--- src/rtl/move_request_ctrl.sv ---
// Move-request initiator: conditions buttons and gravity ticks into pending
// requests and runs a one-at-a-time checkBoard/doneLogic/finishedDrawing handshake.
module move_request_ctrl #(
  parameter int GRAVITY_TICKS = 25000000,
  parameter int CNT_W         = 25,
  parameter int TIMEOUT       = 1024
) (
  input  logic CLOCK_50,
  input  logic Resetn,
  input  logic KeyLeft_n,
  input  logic KeyRight_n,
  input  logic KeyDown_n,
  input  logic KeyDrop_n,
  input  logic gameEnable,
  input  logic doneLogic,
  input  logic finishedDrawing,
  output logic checkBoard,
  output logic DropBlock,
  output logic LeftBlock,
  output logic RightBlock,
  output logic DownBlock,
  output logic timeoutErr
);

  localparam int TW = (TIMEOUT > 1) ? $clog2(TIMEOUT) : 1;
  localparam logic [CNT_W-1:0] G_MAX = CNT_W'(GRAVITY_TICKS - 1);
  localparam logic [TW-1:0]    T_MAX = TW'(TIMEOUT - 1);

  typedef enum logic [1:0] {
    IDLE,
    HOLD,
    RELEASE,
    WAIT_DRAW
  } state_t;

  state_t           state_q, state_d;
  logic [3:0]       sync1_q, sync1_d;
  logic [3:0]       sync2_q, sync2_d;
  logic [3:0]       prev_q, prev_d;
  logic [3:0]       pend_q, pend_d;
  logic [3:0]       cmd_q, cmd_d;
  logic [CNT_W-1:0] gcnt_q, gcnt_d;
  logic [TW-1:0]    tcnt_q, tcnt_d;

  logic [3:0] keys_n;
  logic [3:0] fall;
  logic [3:0] set;
  logic [3:0] consume;
  logic       tick;

  // bit order {down, right, left, drop}; bit 0 is the highest priority
  assign keys_n = {KeyDown_n, KeyRight_n, KeyLeft_n, KeyDrop_n};

  always_ff @(posedge CLOCK_50) begin
    if (!Resetn) begin
      state_q <= IDLE;
      sync1_q <= 4'hF;
      sync2_q <= 4'hF;
      prev_q  <= 4'hF;
      pend_q  <= 4'h0;
      cmd_q   <= 4'h0;
      gcnt_q  <= '0;
      tcnt_q  <= '0;
    end else begin
      state_q <= state_d;
      sync1_q <= sync1_d;
      sync2_q <= sync2_d;
      prev_q  <= prev_d;
      pend_q  <= pend_d;
      cmd_q   <= cmd_d;
      gcnt_q  <= gcnt_d;
      tcnt_q  <= tcnt_d;
    end
  end

  always_comb begin
    sync1_d    = keys_n;
    sync2_d    = sync1_q;
    prev_d     = sync2_q;
    fall       = prev_q & ~sync2_q;
    gcnt_d     = gcnt_q;
    tick       = 1'b0;
    state_d    = state_q;
    cmd_d      = cmd_q;
    tcnt_d     = tcnt_q;
    consume    = 4'h0;
    timeoutErr = 1'b0;

    if (gameEnable) begin
      if (gcnt_q == G_MAX) begin
        gcnt_d = '0;
        tick   = 1'b1;
      end else begin
        gcnt_d = gcnt_q + 1'b1;
      end
    end
    set = gameEnable ? (fall | {tick, 3'b000}) : 4'h0;

    unique case (state_q)
      IDLE: begin
        if (|pend_q) begin
          // isolate lowest set bit = highest priority request
          consume = pend_q & (~pend_q + 4'd1);
          cmd_d   = consume;
          tcnt_d  = '0;
          state_d = HOLD;
        end
      end
      HOLD: begin
        if (doneLogic) begin
          state_d = RELEASE;
        end else if (tcnt_q == T_MAX) begin
          timeoutErr = 1'b1;
          state_d    = RELEASE;
        end else begin
          tcnt_d = tcnt_q + 1'b1;
        end
      end
      RELEASE: begin
        cmd_d   = 4'h0;
        state_d = WAIT_DRAW;
      end
      WAIT_DRAW: begin
        cmd_d = 4'h0;
        if (finishedDrawing) state_d = IDLE;
      end
    endcase

    // a set landing with a consume keeps the bit
    pend_d = (pend_q & ~consume) | set;
  end

  logic cmd_vis;
  assign cmd_vis    = (state_q == HOLD) || (state_q == RELEASE);
  assign checkBoard = (state_q == HOLD);
  assign DropBlock  = cmd_vis & cmd_q[0];
  assign LeftBlock  = cmd_vis & cmd_q[1];
  assign RightBlock = cmd_vis & cmd_q[2];
  assign DownBlock  = cmd_vis & cmd_q[3];

endmodule

--- config.mk ---
export PLATFORM = sky130hd
export DESIGN_NAME = move_request_ctrl
export DESIGN_NICKNAME = d
export VERILOG_FILES = /design/src/rtl/move_request_ctrl.sv
export SDC_FILE = /design/constraint.sdc
export NUM_CORES = 1
export LEC_CHECK = 0
export BUFFER_PORTS_ARGS = -buffer_cell sky130_fd_sc_hd__buf_4
export CAP_MARGIN = 20
export CORE_ASPECT_RATIO = 1.4
export CORE_MARGIN = 3
export CORE_UTILIZATION = 60
export DETAILED_ROUTE_END_ITERATION = 8
export PLACE_DENSITY_LB_ADDON = 0.05
export SYNTH_ARGS = -nofsm -noshare
export SYNTH_HDL_FRONTEND = slang
export SYNTH_SLANG_ARGS = --single-unit
--- constraint.sdc ---
create_clock -name CLOCK_50 -period 4.6 [get_ports CLOCK_50]
set_clock_uncertainty 0.05 [all_clocks]
set_input_delay 0.92 -clock CLOCK_50 [delete_from_list [all_inputs] [get_ports CLOCK_50]]
set_output_delay 0.92 -clock CLOCK_50 [all_outputs]
set_load 0.02 [all_outputs]
# After elaboration in Yosys (flattened, before gate mapping)
# Index checks and enable logic that the tools add are counted.
# W data, S select, Z words.
[word_totals]
reg_bits = 57
input_bits = 9
out_inout_bits = 6
elab_cells = 62
[op_classes]
n_addsub = 3
eq_ne = 10
muxes = 20
bitwise = 12
reduce_logical = 9
[op_table]
columns = ["op", "n"]
rows = [
  ["$mux W10", 3],
  ["$add A25 B1 Y25 const B", 1],
  ["$eq A25 B25 Y1 const B", 1],
  ["$mux W25", 1],
  ["$pmux W10 S2", 1],
  ["$mux W4", 4],
  ["$and A4 B4 Y4", 3],
  ["$not A4 Y4", 3],
  ["$add A10 B1 Y10 const B", 1],
  ["$eq A10 B10 Y1 const B", 1],
  ["$mux W2", 4],
  ["$ne A2 B2 Y1 const B", 4],
  ["$or A4 B4 Y4", 2],
  ["$pmux W2 S4", 1],
  ["$pmux W4 S2", 1],
  ["$mux W1", 5],
  ["$add A4 B1 Y4 const B", 1],
  ["$and A1 B1 Y1", 4],
  ["$eq A2 B2 Y1 const B", 2],
  ["$reduce_and A4 Y1", 1],
  ["$reduce_bool A2 Y1", 2],
  ["$reduce_or A4 Y1", 1],
  ["$ne A3 B2 Y1 const B", 1],
  ["$reduce_and A3 Y1", 1],
  ["5 further kinds", 5],
]

# Longest topological paths before layout
[depth]
depth_word = 8
ltp_mapped = 7
depth_no_buf = 6

# Worst setup path after synthesis
# No wires, ideal clock.
[synth_timing]
kind = "register -> output"
start = "register tcnt_q[0]"
end = "output timeoutErr"
arrival_time_ps = 1619
required_ps = 3630
path_slack_ps = 2011
stages_incl_launch_ff = 5
path_buffers = 0
cell_sequence = "dfxtp_1 ha_1 nand3_1 or3_1 nor3b_1"
[synth_between]
elab_chain_cells = 4
[synth_lines]
columns = ["item", "line", "rtl"]
rows = [
  ["from (decl)", "43", "logic [TW-1:0] tcnt_q, tcnt_d;"],
  ["from (signal assigned)", "72", "tcnt_q <= tcnt_d;"],
  ["$eq A10 B10 Y1", "112", "end else if (tcnt_q == T_MAX) begin"],
  ["$mux W1", "112", ""],
  ["$mux W1", "110", "if (doneLogic) begin"],
  ["$mux W1", "99", "unique case (state_q)"],
  ["to (decl)", "22", "output logic timeoutErr"],
]
# Every way passes these cells.

# Final worst setup path
[layout_timing]
start = "register tcnt_q[1]"
end = "output timeoutErr"
# The elaborated chain is that of the path after synthesis.

==> key figures <==
Die
  • Core Box Area: 4270 sq um
  • Die Span X: 62.4 um
  • Initial Util: 0.626
  • Rows: 28
  • Boundary Pins: 15
  • Die Ht: 85.0 um
  • Die ar.: 5310 sq um

Global route
  • GRT Util Overall: 0.208
  • Largest net degree at the start of global routing: 30
  • GR peak layer: met2
  • Vias in the first global route: 2,058
  • Grt total ovfl: 0
  • Met2 usage: 0.363
  • M3 GR Usage: 0.0517
  • Initial antenna violation count: 0
  • First-pass GRT wire length: 8890 um
  • Met1 usage: 0.231

Setup path
  • Critical path class: register to output pin
  • Crit end category: output pin
  • Worst-path fanout max: 6
  • Critical Path RT: 3630 ps
  • CP cell instances: ha_1 -> nand3_1 -> or3_1 -> nor3b_1 -> buf_4
  • Critical R2R Capture: state_q[1]
  • Data arrival time of the critical path: 1910 ps
  • R2R depth: 6
  • Reg2Reg Setup Slack: 1910 ps
  • CP max stage delay: 470 ps
  • CP Launch Type: register
  • Launch point of the worst reg-to-reg path: state_q[1]
  • CP max stage cell: or3_1

Clocking
  • Post-CTS Resized: 0
  • Setup bufs post-CTS: 0
  • Latest clock arrival within the worst-skew pair: 330 ps
  • Number of buffers created by CTS: 9
  • CTS Buffer Depth: 2
  • CTS Hold Bufs: 0
  • Clk pin slew, worst setup/hold paths: 60 ps
  • CTS tree: yes
  • Root Driver: clkbuf_8
  • Clock tree sinks: 57
  • H-tree Lvls: 3

STA
  • Minimum clock period: 2880 ps
  • Worst slew margin: 0.336
  • Final setup viols: 0
  • RSZ-0062 raised after global routing: no
  • Setup_tns: 0 ps
  • Fin. Hold Viols: 0
  • Tightest Pin Transition: 996 ps
  • Final Slew Violations: 0
  • Fmax: 348 MHz
  • Fin crit share: 0.625

Pwr
  • Logic gate share of total power: 0.169
  • Peak supply drop: 0.000258 V
  • Pwr Total: 1220 uW
  • Pint: 893 uW
  • Net Sw Frac: 0.268
  • Static Leak: 0.00102 uW
  • Clock power share: 0.403
  • Switching power: 326 uW
  • PwrDens: 409 nW/um^2
  • Sequential share of power: 0.428

Synth
  • Synth Net Count: 318
  • Post-synth EDFFs: 0
  • XOR/XNOR Fraction of Synth Area: 0.0393
  • Synth Area in Adders: 0.0327
  • Yosys reg bits: 57
  • Asr flop ratio synth: 0
  • Largest family of logic cells by synthesized area: simple AND/OR/NAND/NOR gates
  • Syn_area_per_cell: 8.86 sq um
  • Multiplexer share of the synthesized area: 0.0112
  • Instance count of the mapped netlist: 302
  • Syn. warnings: 0
  • Yosys cell types: 52
  • Compound-Gate Fraction of Synth Area: 0.160
  • Netlist Area Pre-Place: 2680 sq um
  • Simple-gate share of the synthesized area: 0.273
  • Dominant synthesized flop cell: dfxtp_1
  • Register area share after synthesis: 0.427

Routing
  • Via density: 5.69
  • Vias: 2,147
  • Number of routed nets with antenna violations: 0
  • Post-Route WL: 4900 um
  • Starting DRT DRC Count: 110
  • DRT Pass-1 Iters: 4
  • Wire per inst: 13.0 um
  • # DRC: 0

Finish
  • Synthesis-to-layout area growth: 11.5%
  • # nets final: 329
  • Most common cell after layout, fill and taps aside: dfxtp_1
  • Leading cell types in the layout, fill and taps excluded: dfxtp_1, nand2_1, nor2_1
  • Filler cells: 401
  • Layout cells sized above 1: 0.139
  • ANT cells: 0

Hold path
  • WHS Endpoint: prev_d[0]
  • Hold depth: 1
  • Worst Min Path Start: sync1_q[0]
  • Hold Crit Class: register to register

Status
  • Run status: finished, final reports clean

Placed design
  • Number of port buffers: 14
  • DP HPWL: 3340 um
  • Gp weighted congestion: 0.790

Job
  • MaxCap Viol Count: 0
[cells in the mapped netlist (2+ instances only)]
cell / number / area, sq um
dfxtp_1: 57 / 1140
nand2_1: 31 / 116
nor2_1: 20 / 75.1
a21oi_1: 16 / 80.1
inv_1: 16 / 60.1
o21ai_0: 13 / 65.1
nand2b_1: 11 / 68.8
nand3_1: 11 / 55.1
or3_1: 11 / 68.8
xnor2_1: 10 / 87.6
a221oi_1: 9 / 78.8
o31ai_1: 8 / 60.1
ha_1: 7 / 87.6
nand4_1: 7 / 43.8
or4_1: 7 / 52.6
clkbuf_1: 6 / 22.5
nor3_1: 6 / 30.0
and2_1: 4 / 25.0
o32ai_1: 4 / 35.0
buf_2: 3 / 15.0
mux2i_1: 3 / 30.0
nor4_1: 3 / 18.8
or2_2: 3 / 18.8
or4b_2: 3 / 30.0
a32oi_1: 2 / 17.5
buf_6: 2 / 22.5
o211ai_1: 2 / 15.0
or4_4: 2 / 22.5
xor2_1: 2 / 17.5
[state kept, by name, indices dropped and copies added, names as in the netlist]
| register | cells |
|---|---|
| pend_q | 4 |
| prev_q | 4 |
| tcnt_q | 10 |
| sync1_q | 4 |
| cmd_q | 4 |
| prev_d | 4 |
| state_q | 2 |
| gcnt_q | 25 |
[critical path: cells and delay by family, from the launching register on]
family	cells	cell delay, ps
flops	1	380
fa+ha+maj	1	190
buf+inv	1	170
simple gates	3	840
[layer usage]
metal  wire length [um]  vias up
met3                143       10
met4                100        0
li1                   -     1116
met1               2170      994
met5                  0        -
met2               2480       27
[cell families after synthesis]
kind of cell             after synthesis
XOR/XNOR                              12
flip-flops                            57
multiplexers                           3
AND/OR/NAND/NOR                      130
AO/OA/AOI/OAI                         62
adder cells (fa/ha/maj)                7
buffers and inverters                 31
[metrics by stage]
stage	instance area (sq um)	util	instances	hold slack, ps	setup WS (ps)
4_1_cts	2980	0.698	377	356	1720
3_3_place_gp	2770	0.648	362	339	1700
5_1_grt	2980	0.698	377	377	1570
3_5_place_dp	2770	0.648	362	341	1590
2_1_floorplan	2680	-	302	336	2010
6_report	2980	0.698	377	355	1720
[worst max-delay path by stage]
stage | from | to | slack (ps) | cells after the start
after global placement | gameEnable | gcnt_q[0] | 1700 | 5
after floorplan | tcnt_q[0] | timeoutErr | 2010 | 4
after global routing | tcnt_q[1] | timeoutErr | 1570 | 5
after detailed placement | gameEnable | gcnt_q[0] | 1590 | 5
after CTS | tcnt_q[1] | timeoutErr | 1720 | 5
final | tcnt_q[1] | timeoutErr | 1720 | 5
[power by group through the flow]
stage	Clock, uW	Combinational, uW	Sequential, uW
after global placement	0	206	532
after CTS	504	208	521
after global routing	524	233	524
after floorplan	0	165	529
final	491	207	521
after detailed placement	0	207	532
[cell type report]
class                   count  area, sq um  area share
multi-input cells         214         1380       0.463
clock buffers              13          179      0.0600
flip-flops and latches     57         1140       0.383
inverters                  16         60.1      0.0201
clock inverters             2         35.0      0.0117
repair buffers             15          113      0.0378
well taps                  60         75.1      0.0252
Note: power is estimated with default switching activity, not from simulation.
